**config.mk**
```make
export PLATFORM = sky130hd
export DESIGN_NAME = spm_prod_deser
export DESIGN_NICKNAME = d
export VERILOG_FILES = /design/src/rtl/spm_pkg.sv /design/src/rtl/spm_bit_cnt.sv /design/src/rtl/spm_prod_deser.sv
export SDC_FILE = /design/constraint.sdc
export NUM_CORES = 1
export LEC_CHECK = 0
export BUFFER_PORTS_ARGS = -buffer_cell sky130_fd_sc_hd__buf_2
export CORE_ASPECT_RATIO = 1.5
export CORE_MARGIN = 2
export CORE_UTILIZATION = 57
export DETAILED_ROUTE_END_ITERATION = 10
export PLACE_DENSITY = 0.79
export SYNTH_ARGS = -nofsm -noshare
export SYNTH_HDL_FRONTEND = slang
export SYNTH_SLANG_ARGS = --single-unit
```
**constraint.sdc**
```tcl
create_clock -name clk -period 2.9 [get_ports clk]
set_input_delay 0.87 -clock clk [delete_from_list [all_inputs] [get_ports clk]]
set_output_delay 0.87 -clock clk [all_outputs]
set_load 0.03 [all_outputs]
```
**src/rtl/spm_pkg.sv**
```systemverilog
// Shared definitions for the spm product deserialiser: FSM state encoding and default operand width.
package spm_pkg;

    localparam int unsigned SPM_N_DEF = 32;

    typedef enum logic [1:0] {
        IDLE  = 2'd0,
        SHIFT = 2'd1,
        HOLD  = 2'd2
    } spm_state_e;

endpackage

```
**src/rtl/spm_bit_cnt.sv**
```systemverilog
// Serial bit counter with clear/load/increment control; done_c flags that the next
// increment is the terminal one (count == TERM-1).
module spm_bit_cnt #(
    parameter int unsigned TERM = 64
) (
    input  logic clk,
    input  logic rst,
    input  logic clr,
    input  logic load,
    input  logic inc,
    output logic done_c
);

    localparam int unsigned CW = $clog2(TERM + 1);

    logic [CW-1:0] cnt;

    // load marks the cycle that samples bit 0, so the count starts at 1
    always_ff @(posedge clk or negedge rst) begin
        if (!rst) begin
            cnt <= '0;
        end else if (clr) begin
            cnt <= '0;
        end else if (load) begin
            cnt <= CW'(1);
        end else if (inc) begin
            cnt <= cnt + CW'(1);
        end
    end

    assign done_c = (cnt == CW'(TERM - 1));

endmodule

```
**src/rtl/spm_prod_deser.sv**
```systemverilog
// Deserialises the LSB-first spm product stream into a 2N-bit word with a valid/ready hold stage.
// Optional parity output prod_par is enabled by defining SPM_DESER_PARITY_EN.
module spm_prod_deser
    import spm_pkg::*;
#(
    parameter int unsigned N = SPM_N_DEF
) (
    input  logic           clk,
    input  logic           rst,
    input  logic           start,
    input  logic           p,
    input  logic           prod_ready,
    output logic [2*N-1:0] prod,
    output logic           prod_valid,
    output logic           busy,
    output logic           overrun
`ifdef SPM_DESER_PARITY_EN
    ,
    output logic           prod_par
`endif
);

    localparam int unsigned PW = 2 * N;

    spm_state_e    state;
    spm_state_e    state_nx;
    logic [PW-1:0] sr;
    logic [PW-1:0] sr_nx;
    logic          cnt_clr;
    logic          cnt_load;
    logic          cnt_inc;
    logic          cnt_done_c;
    logic          shift_en;
    logic          cap_en;
    logic          vld_clr;
    logic          ovr_set;

    assign sr_nx = {p, sr[PW-1:1]};

    spm_bit_cnt #(
        .TERM(PW)
    ) u_bit_cnt (
        .clk   (clk),
        .rst   (rst),
        .clr   (cnt_clr),
        .load  (cnt_load),
        .inc   (cnt_inc),
        .done_c(cnt_done_c)
    );

    // State register
    always_ff @(posedge clk or negedge rst) begin
        if (!rst) begin
            state <= IDLE;
        end else begin
            state <= state_nx;
        end
    end

    // Next state; a start always wins over completing the current word
    always_comb begin
        state_nx = state;
        case (state)
            IDLE: begin
                if (start) state_nx = SHIFT;
            end
            SHIFT: begin
                if (!start && cnt_done_c) state_nx = HOLD;
            end
            HOLD: begin
                if (prod_ready) state_nx = start ? SHIFT : IDLE;
            end
            default: state_nx = IDLE;
        endcase
    end

    // Control decode
    always_comb begin
        cnt_clr  = 1'b0;
        cnt_load = 1'b0;
        cnt_inc  = 1'b0;
        shift_en = 1'b0;
        cap_en   = 1'b0;
        vld_clr  = 1'b0;
        ovr_set  = 1'b0;
        case (state)
            IDLE: begin
                if (start) begin
                    cnt_load = 1'b1;
                    shift_en = 1'b1;
                end
            end
            SHIFT: begin
                shift_en = 1'b1;
                if (start) begin
                    cnt_load = 1'b1;
                    ovr_set  = 1'b1;
                end else begin
                    cnt_inc = 1'b1;
                    cap_en  = cnt_done_c;
                end
            end
            HOLD: begin
                if (prod_ready) begin
                    vld_clr = 1'b1;
                    if (start) begin
                        cnt_load = 1'b1;
                        shift_en = 1'b1;
                    end else begin
                        cnt_clr = 1'b1;
                    end
                end else if (start) begin
                    ovr_set = 1'b1;
                end
            end
            default: cnt_clr = 1'b1;
        endcase
    end

    // Shift register and output registers
    always_ff @(posedge clk or negedge rst) begin
        if (!rst) begin
            sr         <= '0;
            prod       <= '0;
            prod_valid <= 1'b0;
            busy       <= 1'b0;
            overrun    <= 1'b0;
        end else begin
            if (shift_en) sr <= sr_nx;
            if (cap_en) begin
                prod       <= sr_nx;
                prod_valid <= 1'b1;
            end else if (vld_clr) begin
                prod_valid <= 1'b0;
            end
            busy    <= (state_nx == SHIFT);
            overrun <= overrun | ovr_set;
        end
    end

`ifdef SPM_DESER_PARITY_EN
    // Parity of the captured word, updated together with prod
    always_ff @(posedge clk or negedge rst) begin
        if (!rst) begin
            prod_par <= 1'b0;
        end else if (cap_en) begin
            prod_par <= ^sr_nx;
        end
    end
`endif

endmodule

```
After elaboration in Yosys (flattened, before gate mapping)

Index checks and enable logic that the tools add are counted.

Add/sub/neg operators: 1
Equality and inequality tests: 4
Muxes and demuxes: 24
Bitwise gates (word level): 1
Reduce and logical (&&, ||, !) cells: 6

Operators by type and width:

| cell                  | number |
|---|---|
| $mux W7               | 3 |
| $mux W1               | 13 |
| $add A7 B1 Y7 const B | 1 |
| $eq A7 B6 Y1 const B  | 1 |
| $mux W2               | 3 |
| $pmux W1 S2           | 3 |
| $pmux W2 S3           | 1 |
| $eq A2 B1 Y1 const B  | 2 |
| $pmux W1 S3           | 1 |
| $reduce_bool A3 Y1    | 1 |
| $eq A2 B2 Y1 const B  | 1 |
| $logic_not A2 Y1      | 1 |
| $reduce_bool A2 Y1    | 1 |
| $reduce_or A2 Y1      | 1 |
| $logic_and A1 B1 Y1   | 1 |
| $logic_not A1 Y1      | 1 |
| $or A1 B1 Y1          | 1 |

Register bits after elaboration: 140
Input bits: 5
Logic and storage cells: 43

Logic depth before layout (Yosys ltp)

Gate-level depths: netlist of the first run.

Word-level depth: 5
Depth in mapped cells: 9
Gate-level depth less buffers: 6

Hierarchy

From an unflattened synthesis of the first run, not the netlist that was laid out.

Cell total of the unflattened synthesis: 339
Area, all modules: 5,449.0 um2

Modules (own cells, without submodules):

| module         | instances | cells each | area each (um2) | seq. area each (um2) |
|---|---|---|---|---|
| spm_prod_deser | 1         | 304        | 5,099.9         | 3,303.2 |
| spm_bit_cnt    | 1         | 35         | 349.1           | 175.2 |

Worst setup path before layout of the first run

No wires, ideal clock.

Kind: input to register
Start point: in start
End point: reg prod[16]
Arrival: 2.118 ns
Data required time: 2.775 ns
Slack: 0.657 ns
Cell stages on the path: 5
Cell sequence: and4b_1 > nand4_2 > nor2_2 > buf_4 > mux2_2

Word-level cells in the longest chain between the ends: 2

RTL lines:

| item                 | RTL line              | text |
|---|---|---|
| from (decl)          | spm_prod_deser.sv:10  | `input logic start,` |
| $mux W1              | spm_prod_deser.sv:95  | `if (start) begin` |
| $mux W1              | spm_prod_deser.sv:86  | `case (state)` |
| to (signal assigned) | spm_prod_deser.sv:131 | `prod <= sr_nx;` |
| to (decl)            | spm_prod_deser.sv:13  | `output logic [2*N-1:0] prod,` |

Every way passes these cells.
A chain may end at the register's enable or synchronous reset.

Worst setup path in the final report of the first run

Start point: reg state[1]
End point: reg prod[29]

Word-level cells in the longest chain between the ends: 2

RTL lines:

| item                   | RTL line             | text |
|---|---|---|
| from (decl)            | spm_prod_deser.sv:25 | `spm_state_e state;` |
| from (signal assigned) | spm_prod_deser.sv:56 | `state <= state_nx;` |
| $eq A2 B1 Y1           | spm_prod_deser.sv:86 |  |
| $mux W1                | spm_prod_deser.sv:86 |  |

Every way passes these cells.

==> out/metrics.yaml, run 1 <==
synth-simple-area-share_pct: 2.98
cp_data_required_time_ns: 3.19
p_leak_uw: 0.00354
netlist_top_cells_area: "dfrtp_1 (62%), mux2_2 (18%), mux2_4 (9.7%)"
cts_buffers: 17
period_share_pct: 79.0
grt_max_degree: 58
coreArea_um2: 9630
cts.clk_slew.worst_paths_ns: 0.06
cts_tree: "built"
num-fill-cells: 646
finClkSkew_ns: 0.00797
ant_nets: 0
cp_slowest_stage_delay_ns: 0.42
synth_cells: 340
fmax_mhz: 437
cts_resized: 0
grt_pass1_vias: 3145
num_rows: 44
die_y_um: 125
final-max-slew-violation-count: 0
worstSetupEndpointType: "flop"
critical_path.cell_chain: "inv_1 > ha_1 > and4b_1 > nand4_2 > or2_2 > buf_12 > mux2_4"
synth_compound_area_share_pct: 2.04
final_core_util_pct: 68.8
synth.yosys.warnings: 0
rsz0062_at_grt: "no"
ir_drop_v: 0.000613
syn-cell-area_um2: 5590
layout_commonest_cell: "dfrtp_1"
postCtsHoldBufs: 0
die_w_um: 84.8
path_buf_inv: 2
track_usage_pct: 18.4
clk_path_buf_depth: 2
yosys_register_bits: 139
gp_congestion: 0.749
power_density_nw_per_um2: 842
synth_top_family_by_area: "multiplexers"
detail_route.iter0.violations: 94
pre_cts_ws_ns: 0.416
worstPathArrival_ns: 2.58
initial_utilization_pct: 58.0
antenna_found_initial: 0
diodes: 0
via_per_inst: 5.40
hp-class: "input port to async pin"
h-tree-depth: 4
area_growth_pct: 18.6
die-area_um2: 10600
worstSkewPairLatency_ns: 0.41
synth_cell_types: 34
slew_headroom_pct: 26.0
hold_viol: 0
dr_total_vias: 2975
maxCapViolations: 0
drive_gt1_share_pct: 55.5
worst_setup_path_start_kind: "flop"
min_period_ns: 2.29
synthAdderAreaFrac_pct: 1.12
fin_ws_ns: 0.609
critPathKind: "flop to flop"
first_pass_iters: 4
clock_sinks: 139
routed_wirelength_um: 8970
synth.avg_cell_area_um2: 16.4
grt_pass1_wl_um: 15300
tightest_slew_ns: 1.10
port-buffer-count: 71
crit_fanout: 41
critPathTopFamily: "simple AND/OR/NAND/NOR gates"
yosysTopAreaCell: "dfrtp_1"
final_cell_mix: "dfrtp_1 (139), mux2_2 (91), buf_2 (70)"
synth_xor_area_share_pct: 0.470
finalSetupTns_ns: 0
layout.nets: 433
cts_root_buf: "clkbuf_16"
ios: 72
cts_setup_buffers: 0
crit_path_top_delay_cell: "dfrtp_1"
overflow: 0
holdWs_ns: 0.406
outcome: "finished clean"
yosysSeqAreaShare_pct: 62.2
detail_route.wl_per_cell_um: 16.3
finalSetupViolations: 0
yosys.area.top_type_share_pct: 62.2
drcViolationCount: 0
syn_nets: 350
place_hpwl_um: 5810
synth_mux_area_share_pct: 28.2
power_uw: 5580
[Yosys cell counts]
master    instances
dfrtp_1         139
and2_1            1
mux2_4           36
or3_1             1
nor2b_1           3
buf_6             3
or3b_2            1
nand4_2           1
nor2_1            7
o22a_1            1
a21oi_1           5
nand2b_1          1
a211oi_2          1
inv_1             2
clkbuf_1          1
a31oi_1           1
mux2_2           91
o21ai_0           3
buf_12            3
xor2_1            3
and4b_1           1
ha_1              5
buf_4             8
o211ai_1          2
nand2_1          10
o31ai_1           1
nand4_1           1
or2_1             1
nor2_2            1
nand4b_1          1
and3_1            1
mux2i_1           1
o311ai_0          2
o22ai_1           1
[per-layer routing]
metal / vias up / wire length [µm] / global-route usage (%)
met5: - / 0 / 0
met4: 0 / 133 / 8.40
met3: 16 / 335 / 5.02
met2: 64 / 4690 / 30.3
met1: 1533 / 3810 / 22.6
li1: 1362 / - / -
[power breakdown]
part | internal (µW) | switching, µW
sequential | 2240 | 226
clock | 1350 | 776
combinational | 551 | 432
[through the flow]
stage          cell area [µm²]  std cells
2_1_floorplan             5590        340
3_3_place_gp              6030        519
3_5_place_dp              6030        519
4_1_cts                   6630        551
5_1_grt                   6630        551
6_report                  6630        551
[state kept, by name, indices dropped and copies added, names as in the netlist]
register       cells
state              2
u_bit_cnt.cnt      7
prod_valid         1
busy               1
prod              64
overrun            1
sr                63
[cell type report]
class,instances,area [µm²],area share [%]
clock inverters,10,114,1.72
inverters,2,7.51,0.113
well taps,115,144,2.17
clock buffers,22,484,7.31
multi-input cells,184,1950,29.5
repair buffers,79,447,6.74
flip-flops and latches,139,3480,52.5
[logic make-up (layout without fill, tap and decap cells)]
family,count (synthesis),count (layout)
AND/OR/NAND/NOR,31,31
XOR/XNOR,3,3
flip-flops,139,139
multiplexers,128,128
adder cells (fa/ha/maj),5,5
AO/OA/AOI/OAI,17,17
buffers and inverters,17,113
[path summary, 6_finish.rpt]
path,startpoint,to,slack [ns],cells after the start
hold reg to reg,overrun,overrun,0.46,1
max in group asynchronous,rst,prod[37],1.86,2
setup reg to reg,state[1],prod[29],0.61,7
setup / recovery,state[1],prod[29],0.61,7
min in group clk,overrun,overrun,0.46,1
hold / removal,rst,prod[49],0.41,1
Power figures use the tool's default switching activity.
==> inputs of run 2 (changes only) <==
- CORE_UTILIZATION: 57 -> 52
- PLACE_DENSITY: 0.79 -> 0.76
- clock period: 2.9 -> 2.1 ns (I/O delays scaled with it)
==> run 2 against run 1 <==
Flip-flop and latch count stayed put. Sequential power up 38%. Combinational power rose by 65%. Worst setup slack got worse by 0.53 ns. Sequential share of layout area shrank 1.9 points. Design area rose by 3.7%. Critical path depth unchanged. Utilization is 3.5 points lower. Non-clock buffer count is 8 higher. Via count grew 1.8%. Power increased by 46%. Die area up 9.2%. Critical path type unchanged. Largest cell class unchanged. Highest routed layer unchanged.
==> out/metrics.yaml, run 2 (synthesis results as in run 1) <==
final-max-slew-violation-count: 0  # unchanged
period_share_pct: 96.1  # was 79.0%
num_rows: 46  # was 44
place_hpwl_um: 5780  # was 5810 µm
cts_buffers: 17  # unchanged
drcViolationCount: 0  # unchanged
ir_drop_v: 0.000823  # was 0.000613 V
ios: 72  # unchanged
clock_sinks: 139  # unchanged
clk_path_buf_depth: 2  # unchanged
wl_met1_um: 3760  # was 3810 µm
detail_route.wl_per_cell_um: 16.3  # about the same
largest_register_ffs: 64  # unchanged
rsz0062_at_grt: "yes"  # was no
cts.clk_slew.worst_paths_ns: 0.06  # about the same
critPathKind: "flop to flop"  # unchanged
diodes: 0  # unchanged
area_growth_pct: 23.0  # was 18.6%
port-buffer-count: 71  # unchanged
gp_congestion: 0.715  # was 0.749
worstSkewPairLatency_ns: 0.40  # was 0.41 ns
grt_pass1_wl_um: 15400  # was 15300 µm
finalSetupTns_ns: 0  # unchanged
die_w_um: 88.6  # was 84.8 µm
layout.nets: 441  # was 433
die_y_um: 131  # was 125 µm
first_pass_iters: 5  # was 4
placed_cell_area_um2: 6130  # was 6030 µm²
p_leak_uw: 0.00363  # was 0.00354 µW
worstPathArrival_ns: 2.30  # was 2.58 ns
finalSetupViolations: 0  # unchanged
drive_gt1_share_pct: 56.7  # was 55.5%
grt_max_degree: 64  # was 58
fmax_mhz: 496  # was 437 MHz
min_period_ns: 2.02  # was 2.29 ns
power_density_nw_per_um2: 1190  # was 842 nW/µm²
top_register: "prod"  # unchanged
tightest_slew_ns: 0.436  # was 1.10 ns
coreArea_um2: 10500  # was 9630 µm²
detail_route.iter0.violations: 112  # was 94
finClkSkew_ns: 0.00609  # was 0.00797 ns
hp-class: "input port to async pin"  # unchanged
slew_headroom_pct: 70.6  # was 26.0%
routed-wl-met3_um: 352  # was 335 µm
hold_viol: 0  # unchanged
cp_data_required_time_ns: 2.39  # was 3.19 ns
h-tree-depth: 4  # unchanged
grt_pass1_vias: 3096  # was 3145
outcome: "finished clean"  # unchanged
postCtsHoldBufs: 0  # unchanged
reg_top3: "prod (64), sr (63), u_bit_cnt.cnt (7)"  # unchanged
routed.top_layer: "met4"  # unchanged
layout_commonest_cell: "dfrtp_1"  # unchanged
antenna_found_initial: 0  # unchanged
ant_nets: 0  # unchanged
track_usage_pct: 17.5  # was 18.4%
dr_total_vias: 3028  # was 2975
routed-wl-met2_um: 5330  # was 4690 µm
crit_fanout: 31  # was 41
routed_wirelength_um: 9580  # was 8970 µm
num-fill-cells: 773  # was 646
cts_root_buf: "clkbuf_16"  # unchanged
worstSetupEndpointType: "flop"  # unchanged
worst_setup_path_start_kind: "flop"  # unchanged
overflow: 0  # unchanged
postLayoutCellArea_um2: 6870  # was 6630 µm²
maxCapViolations: 0  # unchanged
cts_tree: "built"  # unchanged
final_cell_mix: "dfrtp_1 (139), mux2_2 (91), buf_2 (70)"  # unchanged
initial_utilization_pct: 53.1  # was 58.0%
via_per_inst: 5.16  # was 5.40
die-area_um2: 11600  # was 10600 µm²
==> run 2: report_power, final <==
part           leakage, µW  internal [µW]  switching (µW)  total, µW
Clock             0.000296           2070            1060       3130
Sequential         0.00187           3100             313       3410
Combinational      0.00147            934             688       1620
Total              0.00363           6100            2060       8160
==> run 2: critical path: stages (launching register included) <==
cell and delay, ns:
dfrtp_1 0.43, inv_1 0.10, ha_2 0.22, nand2_1 0.13
a211oi_4 0.29, buf_12 0.15, buf_12 0.20, mux2_2 0.37
==> run 2: final cells by class <==
cell class                 instances  area, µm²  area share, %
clock buffer                      20        467           6.79
sequential                       139       3480           50.6
clock inverter                    11        168           2.44
tap                              144        180           2.62
inverter                           2       7.51          0.109
timing repair buffer              87        608           8.85
multi-input combinational        184       1960           28.6
==> run 2: timing repair <==
action,in CTS,in global routing
resized for setup,0,7
setup endpoints to repair,0,90
buffers inserted,0,3
==> run 2: worst paths after layout <==
path                          start       end  slack (ns)  cells after the start
max                        state[0]    sr[55]        0.08                      7
min                             rst   overrun        0.13                      1
max reg2reg                state[0]    sr[55]        0.08                      7
min reg2reg                 overrun   overrun        0.47                      1
max in group asynchronous       rst  prod[24]        1.41                      2
min in group clk            overrun   overrun        0.47                      1
==> run 2: per-stage QoR <==
step                cells  worst slack, ns  total power [µW]  utilization, %  hold WS, ns
floorplan             340           0.0466              4520               -        0.334
global placement      550         -0.00629              4800            58.2        0.446
detailed placement    550          -0.0342              4880            58.2        0.453
CTS                   581          0.00924              8050            64.2        0.154
global route          587         -0.00875              8590            65.2        0.171
finish                587           0.0825              8160            65.2        0.135
==> run 2: routing by layer <==
| layer | up-vias | track usage, % |
|---|---|---|
| met5 | - | 0 |
| met4 | 0 | 6.51 |
| met3 | 16 | 5.34 |
| met2 | 73 | 28.6 |
| met1 | 1551 | 22.0 |
| li1 | 1388 | - |
